`config.mk`:
```
export PLATFORM = sky130hd
export DESIGN_NAME = xs3_serial_rx
export DESIGN_NICKNAME = d
export VERILOG_FILES = /design/src/rtl/xs3_serial_rx.sv
export SDC_FILE = /design/constraint.sdc
export NUM_CORES = 1
export LEC_CHECK = 0
export CELL_PAD_IN_SITES_DETAIL_PLACEMENT = 0
export CELL_PAD_IN_SITES_GLOBAL_PLACEMENT = 1
export CORE_MARGIN = 10
export CORE_UTILIZATION = 37
export CTS_CLUSTER_DIAMETER = 150
export DETAILED_ROUTE_END_ITERATION = 10
export PLACE_DENSITY = 0.83
export SLEW_MARGIN = 20
export SYNTH_ARGS = -nofsm -noshare
export SYNTH_HDL_FRONTEND = slang
export SYNTH_SLANG_ARGS = --single-unit
```
`constraint.sdc`:
```
create_clock -name clk -period 1.5 [get_ports clk]
set_input_delay 0.15 -clock clk [delete_from_list [all_inputs] [get_ports clk]]
set_output_delay 0.15 -clock clk [all_outputs]
set_load 0.1 [all_outputs]
```
`src/rtl/xs3_serial_rx.sv`:
```
// -----------------------------------------------------------------------------
// xs3_serial_rx
// Deframes excess-3 digits from a one-wire serial link. It presents each good
// digit on a 4-bit parallel port with a valid/ready handshake. Malformed,
// bad-parity and out-of-range frames are dropped and flagged with
// single-cycle pulses.
//
// Frame : start(0), d0..d3 (LSB first), [odd parity], stop(1)
//
// Handshake: a digit transfers on any rising edge where digit_valid and
// digit_ready are both 1. digit_valid then drops on that edge unless a new
// digit loads on the same edge. bcd_xs3 never changes while digit_valid is 1.
// digit_ready has no effect while digit_valid is 0.
//
// Parameters:
//   PARITY_EN   - 1: an odd-parity bit follows the data bits
//   CHECK_RANGE - 1: reject codes outside 0011..1100
// Ports:
//   clk         - system clock, rising edge
//   rst_n       - asynchronous active-low reset
//   bit_en      - one-cycle mid-bit strobe; the FSM moves only on this strobe
//   rx          - serial line, idles high
//   bcd_xs3     - received XS-3 digit (resets to 0011, XS-3 zero)
//   digit_valid - bcd_xs3 holds an undelivered digit
//   digit_ready - consumer accepts the digit
//   frame_err   - pulse: stop bit sampled low
//   parity_err  - pulse: parity mismatch
//   code_err    - pulse: code outside the decimal range
//   overrun     - pulse: good digit dropped because the output was full
// -----------------------------------------------------------------------------
module xs3_serial_rx #(
   parameter bit PARITY_EN   = 1'b1,
   parameter bit CHECK_RANGE = 1'b1
) (
   input  logic       clk,
   input  logic       rst_n,
   input  logic       bit_en,
   input  logic       rx,
   output logic [3:0] bcd_xs3,
   output logic       digit_valid,
   input  logic       digit_ready,
   output logic       frame_err,
   output logic       parity_err,
   output logic       code_err,
   output logic       overrun
);

   typedef enum logic [1:0] {
      S_IDLE   = 2'd0,
      S_DATA   = 2'd1,
      S_PARITY = 2'd2,
      S_STOP   = 2'd3
   } state_t;

   state_t     state_q, state_d;
   logic [1:0] cnt_q, cnt_d;
   logic [3:0] shreg_q, shreg_d;
   logic       pbit_q, pbit_d;
   logic [3:0] bcd_q, bcd_d;
   logic       valid_q, valid_d;
   logic       ferr_q, ferr_d;
   logic       perr_q, perr_d;
   logic       cerr_q, cerr_d;
   logic       ovr_q, ovr_d;

   logic       out_free;
   logic       parity_bad;
   logic       code_bad;

   // The output register can accept a digit if it is empty, or if it is
   // being drained on this same edge.
   assign out_free   = !valid_q || digit_ready;
   // Odd parity: data ones plus the parity bit must give an odd count.
   assign parity_bad = PARITY_EN && !(^{shreg_q, pbit_q});
   assign code_bad   = CHECK_RANGE && ((shreg_q < 4'd3) || (shreg_q > 4'd12));

   always_comb begin
      state_d = state_q;
      cnt_d   = cnt_q;
      shreg_d = shreg_q;
      pbit_d  = pbit_q;
      bcd_d   = bcd_q;
      valid_d = valid_q;
      ferr_d  = 1'b0;
      perr_d  = 1'b0;
      cerr_d  = 1'b0;
      ovr_d   = 1'b0;

      if (valid_q && digit_ready) begin
         valid_d = 1'b0;
      end

      if (bit_en) begin
         case (state_q)
            S_IDLE: begin
               if (!rx) begin
                  state_d = S_DATA;
                  cnt_d   = 2'd0;
               end
            end
            S_DATA: begin
               shreg_d[cnt_q] = rx;
               cnt_d          = cnt_q + 2'd1;
               if (cnt_q == 2'd3) begin
                  state_d = PARITY_EN ? S_PARITY : S_STOP;
               end
            end
            S_PARITY: begin
               pbit_d  = rx;
               state_d = S_STOP;
            end
            S_STOP: begin
               state_d = S_IDLE;
               // Exactly one outcome per frame, in priority order.
               if (!rx) begin
                  ferr_d = 1'b1;
               end else if (parity_bad) begin
                  perr_d = 1'b1;
               end else if (code_bad) begin
                  cerr_d = 1'b1;
               end else if (out_free) begin
                  bcd_d   = shreg_q;
                  valid_d = 1'b1;
               end else begin
                  ovr_d = 1'b1;
               end
            end
            default: state_d = S_IDLE;
         endcase
      end
   end

   always_ff @(posedge clk or negedge rst_n) begin
      if (!rst_n) begin
         state_q <= S_IDLE;
         cnt_q   <= 2'd0;
         shreg_q <= 4'd0;
         pbit_q  <= 1'b0;
         bcd_q   <= 4'b0011;
         valid_q <= 1'b0;
         ferr_q  <= 1'b0;
         perr_q  <= 1'b0;
         cerr_q  <= 1'b0;
         ovr_q   <= 1'b0;
      end else begin
         state_q <= state_d;
         cnt_q   <= cnt_d;
         shreg_q <= shreg_d;
         pbit_q  <= pbit_d;
         bcd_q   <= bcd_d;
         valid_q <= valid_d;
         ferr_q  <= ferr_d;
         perr_q  <= perr_d;
         cerr_q  <= cerr_d;
         ovr_q   <= ovr_d;
      end
   end

   assign bcd_xs3     = bcd_q;
   assign digit_valid = valid_q;
   assign frame_err   = ferr_q;
   assign parity_err  = perr_q;
   assign code_err    = cerr_q;
   assign overrun     = ovr_q;

endmodule

```
Word level (Yosys, flattened, before mapping)
Index checks and enable logic that the tools add are counted.
W data, S select, Z words.
- word-level logic and storage cells: 68
- bits of input ports: 5
- bits in registers: 18
- mux-type cells: 33
- magnitude comparators: 4
- reduce and logical (&&, ||, !) cells: 13
- bitwise gates (word level): 1
- add/subtract/negate cells: 1
- equality and inequality tests: 6
- operators with widths (operator ; count):
    $mux W1 ; 26
    $pmux W2 S4 ; 1
    $eq A2 B2 Y1 const B ; 3
    $mux W2 ; 3
    $reduce_and A3 Y1 ; 2
    $reduce_and A6 Y1 ; 1
    $reduce_xor A5 Y1 ; 1
    $bwmux W4 ; 1
    $gt A4 B4 Y1 const B ; 1
    $lt A4 B2 Y1 const B ; 1
    $ne A2 B2 Y1 const B ; 2
    $pmux W2 S2 ; 1
    $reduce_and A2 Y1 ; 2
    $lt A2 B3 Y1 const B ; 1
    $add A2 B1 Y2 const B ; 1
    $demux W1 S2 ; 1
    $eq A2 B1 Y1 const B ; 1
    $ge A2 B1 Y1 const B ; 1
    $logic_and A1 B1 Y1 ; 2
    $logic_not A2 Y1 ; 1
    $logic_or A1 B1 Y1 ; 2
    $reduce_bool A2 Y1 ; 1
    $logic_not A1 Y1 ; 1
    $not A1 Y1 ; 1

Depth between registers and ports, before layout
Gate-level depths: netlist of the first run.
- depth after elaboration: 8
- depth in mapped cells: 7
- mapped depth without buffers: 6

Least setup slack after synthesis of the first run
Ideal clock, no wire load.
- path kind: register to register
- from: register valid_q, in the netlist digit_valid
- to: register bcd_q[2], in the netlist bcd_xs3[2]
- setup time: 128 ps
- data required time: 1372 ps
- slack: -215 ps
- arrival time: 1586 ps
- stages on the path, launching flop included: 5
- path through: dfrtp_1 > nand2b_1 > nand2b_1 > a21oi_4 > mux2_1
- cells in the longest elaborated chain, start to end: 3
- ends and longest elaborated chain (item ; RTL line ; text):
    start: declaration ; 60 ; logic valid_q, valid_d;
    start signal: assignment ; 151 ; valid_q <= valid_d;
    $logic_not A1 Y1 ; 72 ; assign out_free = !valid_q || digit_ready;
    $logic_or A1 B1 Y1 ; 72 ;
    $reduce_and A6 Y1 (no source line) ; -- ;
    end signal: assignment ; 139 ; bcd_q <= 4'b0011;
    end signal: assignment ; 150 ; bcd_q <= bcd_d;
    end: declaration ; 59 ; logic [3:0] bcd_q, bcd_d;
No other way between the ends.
A chain may end at the register's enable or synchronous reset.

Worst setup path in the final report of the first run
- from: register pbit_q
- to: register bcd_q[2], in the netlist bcd_xs3[2]
- cells in the longest elaborated chain, start to end: 2
- ends and longest elaborated chain (item ; RTL line ; text):
    start: declaration ; 58 ; logic pbit_q, pbit_d;
    start signal: assignment ; 149 ; pbit_q <= pbit_d;
    $reduce_xor A5 Y1 ; 74 ; assign parity_bad = PARITY_EN && !(^{shreg_q, pbit_q});
    $reduce_and A6 Y1 (no source line) ; -- ;
No other way between the ends.

==> results of run 1 <==
## what timing repair did
item                       CTS  global route
setup endpoints to repair    3            11
pin swaps                    1             2
gates resized for setup      2             9
buffers inserted             1             1
## worst paths after layout
kind | depth (start not counted) | startpoint | to | slack (ns)
setup / recovery | 4 | pbit_q | bcd_xs3[2] | -0.06
hold / removal | 2 | rst_n | shreg_q[2] | 0.17
setup reg to reg | 4 | pbit_q | bcd_xs3[2] | -0.06
hold reg to reg | 1 | cnt_q[1] | cnt_q[1] | 0.57
max in group asynchronous | 2 | rst_n | bcd_xs3[0] | 1.06
min in group clk | 1 | cnt_q[1] | cnt_q[1] | 0.57
## per-layer routing
metal	wire [um]	GRT usage, %
met4	0	1.94
met5	0	0
met1	853	9.02
met2	919	13.3
met3	141	3.86
## synth_stat cells (all sizes together)
cell type | n | share of area [%]
nand2 | 13 | 5.3
or4 | 1 | 0.90
o21ai | 9 | 4.6
o211ai | 1 | 0.77
xnor3 | 1 | 2.4
mux2 | 5 | 6.2
nand3b | 1 | 0.77
xor2 | 1 | 0.90
nand2b | 3 | 1.9
and2 | 2 | 1.4
ha | 8 | 10
xnor2 | 2 | 1.8
nor2 | 2 | 0.77
a32o | 1 | 1.0
inv | 5 | 1.9
a21oi | 4 | 3.2
nand3 | 3 | 1.5
dfstp | 2 | 5.4
nor3 | 3 | 1.5
and3 | 1 | 0.64
and4bb | 2 | 2.6
buf | 2 | 1.7
clkbuf | 1 | 0.39
dfrtp | 16 | 41
nand4 | 1 | 0.64
## layout make-up
type                    count  area, sq um  area share (%)
repair buffers             31          359            25.5
inverters                   5         18.8            1.33
clock buffers               4         26.3            1.87
flip-flops and latches     18          455            32.4
multi-input cells          64          509            36.2
well taps                  30         37.5            2.67
## where the power goes
group	switching (mW)	total [mW]	internal, mW
Clock	0.152	0.256	0.104
Sequential	0.167	0.841	0.673
Combinational	0.967	1.92	0.949
## through the flow
step / total power [mW] / instances / instance area, sq um
5_1_grt: 3.24 / 152 / 1410
6_report: 3.01 / 152 / 1410
4_1_cts: 2.95 / 151 / 1370
3_3_place_gp: 2.60 / 146 / 1330
2_1_floorplan: 1.97 / 90 / 972
3_5_place_dp: 2.65 / 146 / 1330
## sequential cells by signal, indices dropped and copies added (netlist names)
name and cells:
state_q 2, digit_valid 1, frame_err 1, pbit_q 1
parity_err 1, overrun 1, code_err 1, bcd_xs3 4
cnt_q 2, shreg_q 4
## cell families after synthesis
logic type	Yosys count	synth area share, %
and+or+nand+nor	32	18.0
AOI/OAI and AO/OA	15	9.66
buffers and inverters	8	3.99
DFF	18	46.6
adders and majority gates	8	10.3
xor gates and xnor gates	4	5.15
muxes	5	6.18
==> out/qor.csv, run 1 <==
metric;value;unit
worst_setup_path_start_kind;flip-flop;
syn_avg_cell_area;10.8;sq um
first_pass_iters;2;
antenna_found_initial;0;
path_clk_slew;0.11;ns
area_growth;44.8;%
grt_max_degree;19;
yosysSeqAreaShare;46.6;%
worstMarginPinSlew;0.257;ns
tns;-0.194;ns
initial_core_util;38.8;%
fin_crit;1.56;ns
drive_gt1_share;41.8;%
drc;0;
final_cell_mix;buf_4, dfrtp_1, nand2_1, buf_12, o21ai_0;
fin_util;56.3;%
syn_area;971;sq um
drt_iter0_drc;26;
clockBufferDepth;2;
viasPerCell;4.78;
ys_types;32;
status;finished, violations left;
hold_class;in -> async;
violations;setup timing;
max_stage_delay;0.41;ns
drv_cap;0;
die_h;71.2;um
io_buffers;13;
dp_hpwl;1470;um
setup_ws;-0.0631;ns
clock_latency;0.30;ns
cts_sinks;18;
dieArea;5070;sq um
cts_tree;built;
critPathSlowestCell;xnor3_2;
power.density;2140;nW/um^2
fmax;640;MHz
vias;727;
holdWs;0.173;ns
setup_viol;5;
p_leak;0.652;nW
globalRouteTotalUtil;8.03;%
cp_top_family;XOR/XNOR gates;
crit_chain;xnor3_2, nand2_2, a21oi_4, mux2_4;
fillers;207;
rsz0062_at_grt;yes;
synth_seq_cells;18;
period_share;104;%
die_x;71.2;um
ir_drop;1.62;mV
drt_wl_total;1920;um
cp.arrival;1.75;ns
finClkSkew;0.0106;ns
syn-num-nets;103;
synthesis.instances;90;
final_common_cell;buf_4;
hold_viol;0;
ys_warn_count;0;
fin_nets;136;
cts_buffers;3;
place.gp.congestion;0.824;
pre_cts_ws;-0.102;ns
cp_data_required_time;1.69;ns
critPathBufInv;0;
grt_overflow;0;
grt_pass1_wl;3430;um
crit_fanout;4;
grt_pass1_vias;765;
rows;18;
drv_slew;0;
wl_per_cell;12.6;um
final_antenna_net_count;0;
h-tree-depth;1;
core_area;2500;sq um
slew_headroom;82.7;%
crit_type;reg -> reg;
antenna_cells;0;
ios;14;
endpoint_kind;flip-flop;
cts_root_buffer;clkbuf_4;
holdBufCountCts;0;
No activity file was read; power rests on OpenSTA's default activity.
==> inputs of run 2 (changes only) <==
ABC_AREA = 0   (was unset)
CORE_MARGIN = unset   (was 10)
MAX_ROUTING_LAYER = met4   (was unset)
==> run 2 against run 1 <==
  * The flow still finishes with violations (setup timing)
  * Final cell count is 2.0% higher
  * Count of clock-buffer cells in the layout unchanged
  * Via count up 3.4%
  * Global-route usage up 6.7 points
  * Core utilization increased by 0.97 points
  * Clock skew up 0.0036 ns
  * Sequential power about the same
  * Register-to-register slack about the same
  * Cell area rose by 0.80%
  * Fmax shrank 0.92%
  * Sequential share of layout area shrank 0.26 points
  * Combinational power hardly changed
  * Critical endpoint is now bcd_xs3[3]
==> out/qor.csv, run 2 (synthesis results as in run 1) <==
metric;value;unit
status;finished, violations left;
violations;setup timing;
setup_viol;4;
drv_slew;0;
final_common_cell;buf_4;
fin_crit;1.58;ns
rrSetupSlack;-0.08;ns
fin_nets;139;
drt_iter0_drc;5;
cts_buffers;3;
crit_fanout;4;
period_share;105;%
die_x;53.2;um
fillers;214;
antenna_cells;0;
multi_input_area;498;sq um
holdBufCountCts;0;
worst_setup_path_start_kind;flip-flop;
cts_root_buffer;clkbuf_4;
ios;14;
ir_drop;1.42;mV
tns;-0.256;ns
setup_ws;-0.0776;ns
viasPerCell;4.85;
core_area;2480;sq um
clockBufferDepth;2;
dieArea;2830;sq um
p_leak;0.659;nW
drv_cap;0;
rsz0062_at_grt;yes;
cts_tree;built;
antenna_found_initial;0;
initial_core_util;39.2;%
drt_wl_total;1790;um
cp_data_required_time;1.67;ns
h-tree-depth;1;
wl_per_cell;11.5;um
drc;0;
grt_pass1_vias;708;
fin_util;57.2;%
vias;752;
slew_headroom;84.5;%
area_growth;46.0;%
grt_max_degree;19;
fmax;634;MHz
die_h;53.2;um
rows;18;
path_clk_slew;0.11;ns
first_pass_iters;4;
final_cell_mix;buf_4, dfrtp_1, nand2_1, buf_12;
routed.top_layer;met4;
grt_overflow;0;
grt_pass1_wl;2910;um
clock_latency;0.29;ns
final-seq-area;455;sq um
io_buffers;13;
final_antenna_net_count;0;
hold_viol;0;
met2_length;948;um
dp_hpwl;1360;um
power.density;2140;nW/um^2
wl_met1;777;um
globalRouteTotalUtil;14.7;%
drive_gt1_share;40.0;%
finClkSkew;0.0143;ns
wl_met3;56;um
endpoint_kind;flip-flop;
crit_type;reg -> reg;
cp.arrival;1.75;ns
place.gp.congestion;0.845;
cts_sinks;18;
pre_cts_ws;-0.114;ns
hold_class;in -> async;
worstMarginPinSlew;0.233;ns
run 2: cell count changes in the layout (fill, tap and decap cells not counted), sizes merged:
cell  delta
buf      +3
run 2: worst paths after layout:
path | startpoint | to | depth (start not counted)
worst max-delay path | shreg_q[0] | bcd_xs3[3] | 4
worst max register to register | shreg_q[0] | bcd_xs3[3] | 4
max in group asynchronous | rst_n | bcd_xs3[1] | 2
worst min-delay path | rst_n | overrun | 2
worst min register to register | cnt_q[1] | cnt_q[1] | 1
min in group clk | digit_ready | digit_valid | 3
run 2: layout make-up:
class / count / share of cell area (%)
multi-input cells: 64 / 35.1
flip-flops and latches: 18 / 32.1
repair buffers: 34 / 26.9
well taps: 30 / 2.65
clock buffers: 4 / 1.85
inverters: 5 / 1.32
run 2: routing by layer:
| layer | GRT usage (%) | vias to the layer above |
|---|---|---|
| li1 | - | 373 |
| met1 | 16.4 | 366 |
| met2 | 25.2 | 11 |
| met3 | 2.59 | 2 |
| met4 | 7.02 | 0 |
| met5 | - | - |
run 2: timing repair:
item / CTS / global route
endpoints found under the setup margin: 3 / 6
setup buffers: 2 / 3
gates resized for setup: 2 / 5
pin swaps: 0 / 5
run 2: through the flow:
stage / cells / hold WS, ns / total power [mW] / instance area (sq um)
finish: 155 / 0.183 / 3.04 / 1420
CTS: 152 / 0.193 / 2.93 / 1380
detailed placement: 146 / 0.515 / 2.63 / 1330
floorplan: 90 / -0.146 / 1.97 / 972
global route: 155 / 0.205 / 3.26 / 1420
global placement: 146 / 0.500 / 2.59 / 1330
run 2: power by group:
part | internal, mW | leakage [nW] | switching (mW)
sequential | 0.674 | 0.225 | 0.164
clock | 0.103 | 0.0150 | 0.142
combinational | 0.983 | 0.419 | 0.971
run 2: critical path, cell delays in order (launching register included):
cell     delay [ns]
dfrtp_2        0.44
xnor3_2        0.41
nand2_2        0.07
a21oi_4        0.23
mux2_4         0.32
==> inputs of run 3 (changes only) <==
CORE_UTILIZATION = 40   (was 37)
PLACE_DENSITY = 0.85   (was 0.83)
clock period = 1.9 ns   (was 1.5 ns; I/O delays follow)
==> run 3 against run 2 <==
  * The run now ends clean
  * Global-route usage grew 0.18 points
  * Sequential share of layout area grew 7.2 points
  * Via count shrank 11%
  * Power shrank 36%
  * Core utilization shrank 6.1 points
  * Fmax shrank 6.9%
  * Largest power group unchanged
  * Highest routed layer unchanged
==> out/qor.csv, run 3 (synthesis results as in run 1) <==
metric;value;unit
fmax;590;MHz
cts_buffers;3;
power.density;1700;nW/um^2
setup_ws;0.205;ns
final_area;1150;sq um
setup_viol;0;
dp_hpwl;1240;um
fillers;218;
endpoint_kind;flip-flop;
final_cell_mix;dfrtp_1, nand2_1, buf_4, o21ai_0, ha_1;
drv_slew;0;
fin_crit;1.69;ns
finClkSkew;0.000903;ns
wl_per_cell;12.1;um
hold_viol;0;
grt_max_degree;19;
crit_path_start;shreg_q[0];
die_x;51.3;um
io_buffers;13;
core_area;2250;sq um
fin_util;51.1;%
period_share;89.2;%
cp.depth;4;
cp.arrival;1.87;ns
p_total;1.96;mW
timing.rr.start;shreg_q[0];
place_area;1120;sq um
status;finished, final reports clean;
crit_fanout;8;
crit_chain;xnor3_2, nand2_2, a21oi_4, mux2_1;
final-seq-area;453;sq um
drive_gt1_share;25.2;%
drc;0;
antenna_cells;0;
rr_worst_depth;4;
tns;0;ns
multi_input_area;479;sq um
antenna_found_initial;0;
first_pass_iters;3;
globalRouteTotalUtil;14.9;%
rsz0062_at_grt;no;
vias;673;
holdBufCountCts;0;
dieArea;2630;sq um
ir_drop;0.878;mV
final_common_cell;dfrtp_1;
area_growth;18.7;%
p_leak;0.547;nW
grt_pass1_vias;669;
place_inst;131;
place.gp.congestion;0.833;
cp_data_required_time;2.08;ns
drt_iter0_drc;7;
path_clk_slew;0.10;ns
final_cells;135;
pre_cts_ws;0.224;ns
die_h;51.3;um
worst_setup_path_start_kind;flip-flop;
fin_nets;121;
grt_overflow;0;
worstMarginPinSlew;0.301;ns
hold_class;in -> async;
rows;17;
grt_pass1_wl;2770;um
cts_tree;built;
clock_latency;0.29;ns
ios;14;
post-cts-setup-buffers;0;
cts_root_buffer;clkbuf_4;
initial_core_util;43.1;%
max_stage_delay;0.47;ns
h-tree-depth;1;
critPathSlowestCell;dfrtp_1;
slew_headroom;79.8;%
critPathBufInv;0;
drv_cap;0;
viasPerCell;4.99;
final_antenna_net_count;0;
post_cts_resized;0;
cp_top_family;flip-flops;
clockBufferDepth;2;
drt_wl_total;1640;um
holdWs;0.225;ns
crit_type;reg -> reg;
cts_sinks;18;
[run 3: changes by cell type in the layout (fill, tap and decap cells not counted), sizes merged]
cell,delta
buf,-18
[run 3: final cells by class]
class                   instances  area share (%)
multi-input cells              64            41.6
repair buffers                 16            11.3
clock buffers                   4            3.15
inverters                       5            1.63
flip-flops and latches         18            39.3
well taps                      28            3.04
[run 3: worst paths after layout]
path	end	slack (ns)
setup reg to reg	bcd_xs3[2]	0.21
min in group clk	bcd_xs3[3]	0.51
hold / removal	shreg_q[1]	0.22
max in group asynchronous	bcd_xs3[0]	1.42
setup / recovery	bcd_xs3[2]	0.21
hold reg to reg	bcd_xs3[3]	0.51
[run 3: worst register-to-register path, delay by kind of cell (launching register included)]
| family | cells | cell delay (ns) |
|---|---|---|
| DFF | 1 | 0.47 |
| xor gates and xnor gates | 1 | 0.45 |
| muxes | 1 | 0.35 |
| AOI/OAI and AO/OA | 1 | 0.24 |
| and+or+nand+nor | 1 | 0.08 |
[run 3: per-layer routing]
| layer | GRT usage, % | wire, um | vias to the layer above |
|---|---|---|---|
| met3 | 2.68 | 54 | 4 |
| met5 | - | 0 | - |
| met2 | 26.1 | 784 | 13 |
| met4 | 6.76 | 21 | 0 |
| li1 | - | - | 345 |
| met1 | 16.4 | 779 | 311 |
[run 3: power by group]
group	leakage (nW)	switching (mW)	internal (mW)
Sequential	0.228	0.157	0.527
Clock	0.0210	0.117	0.117
Combinational	0.298	0.644	0.394
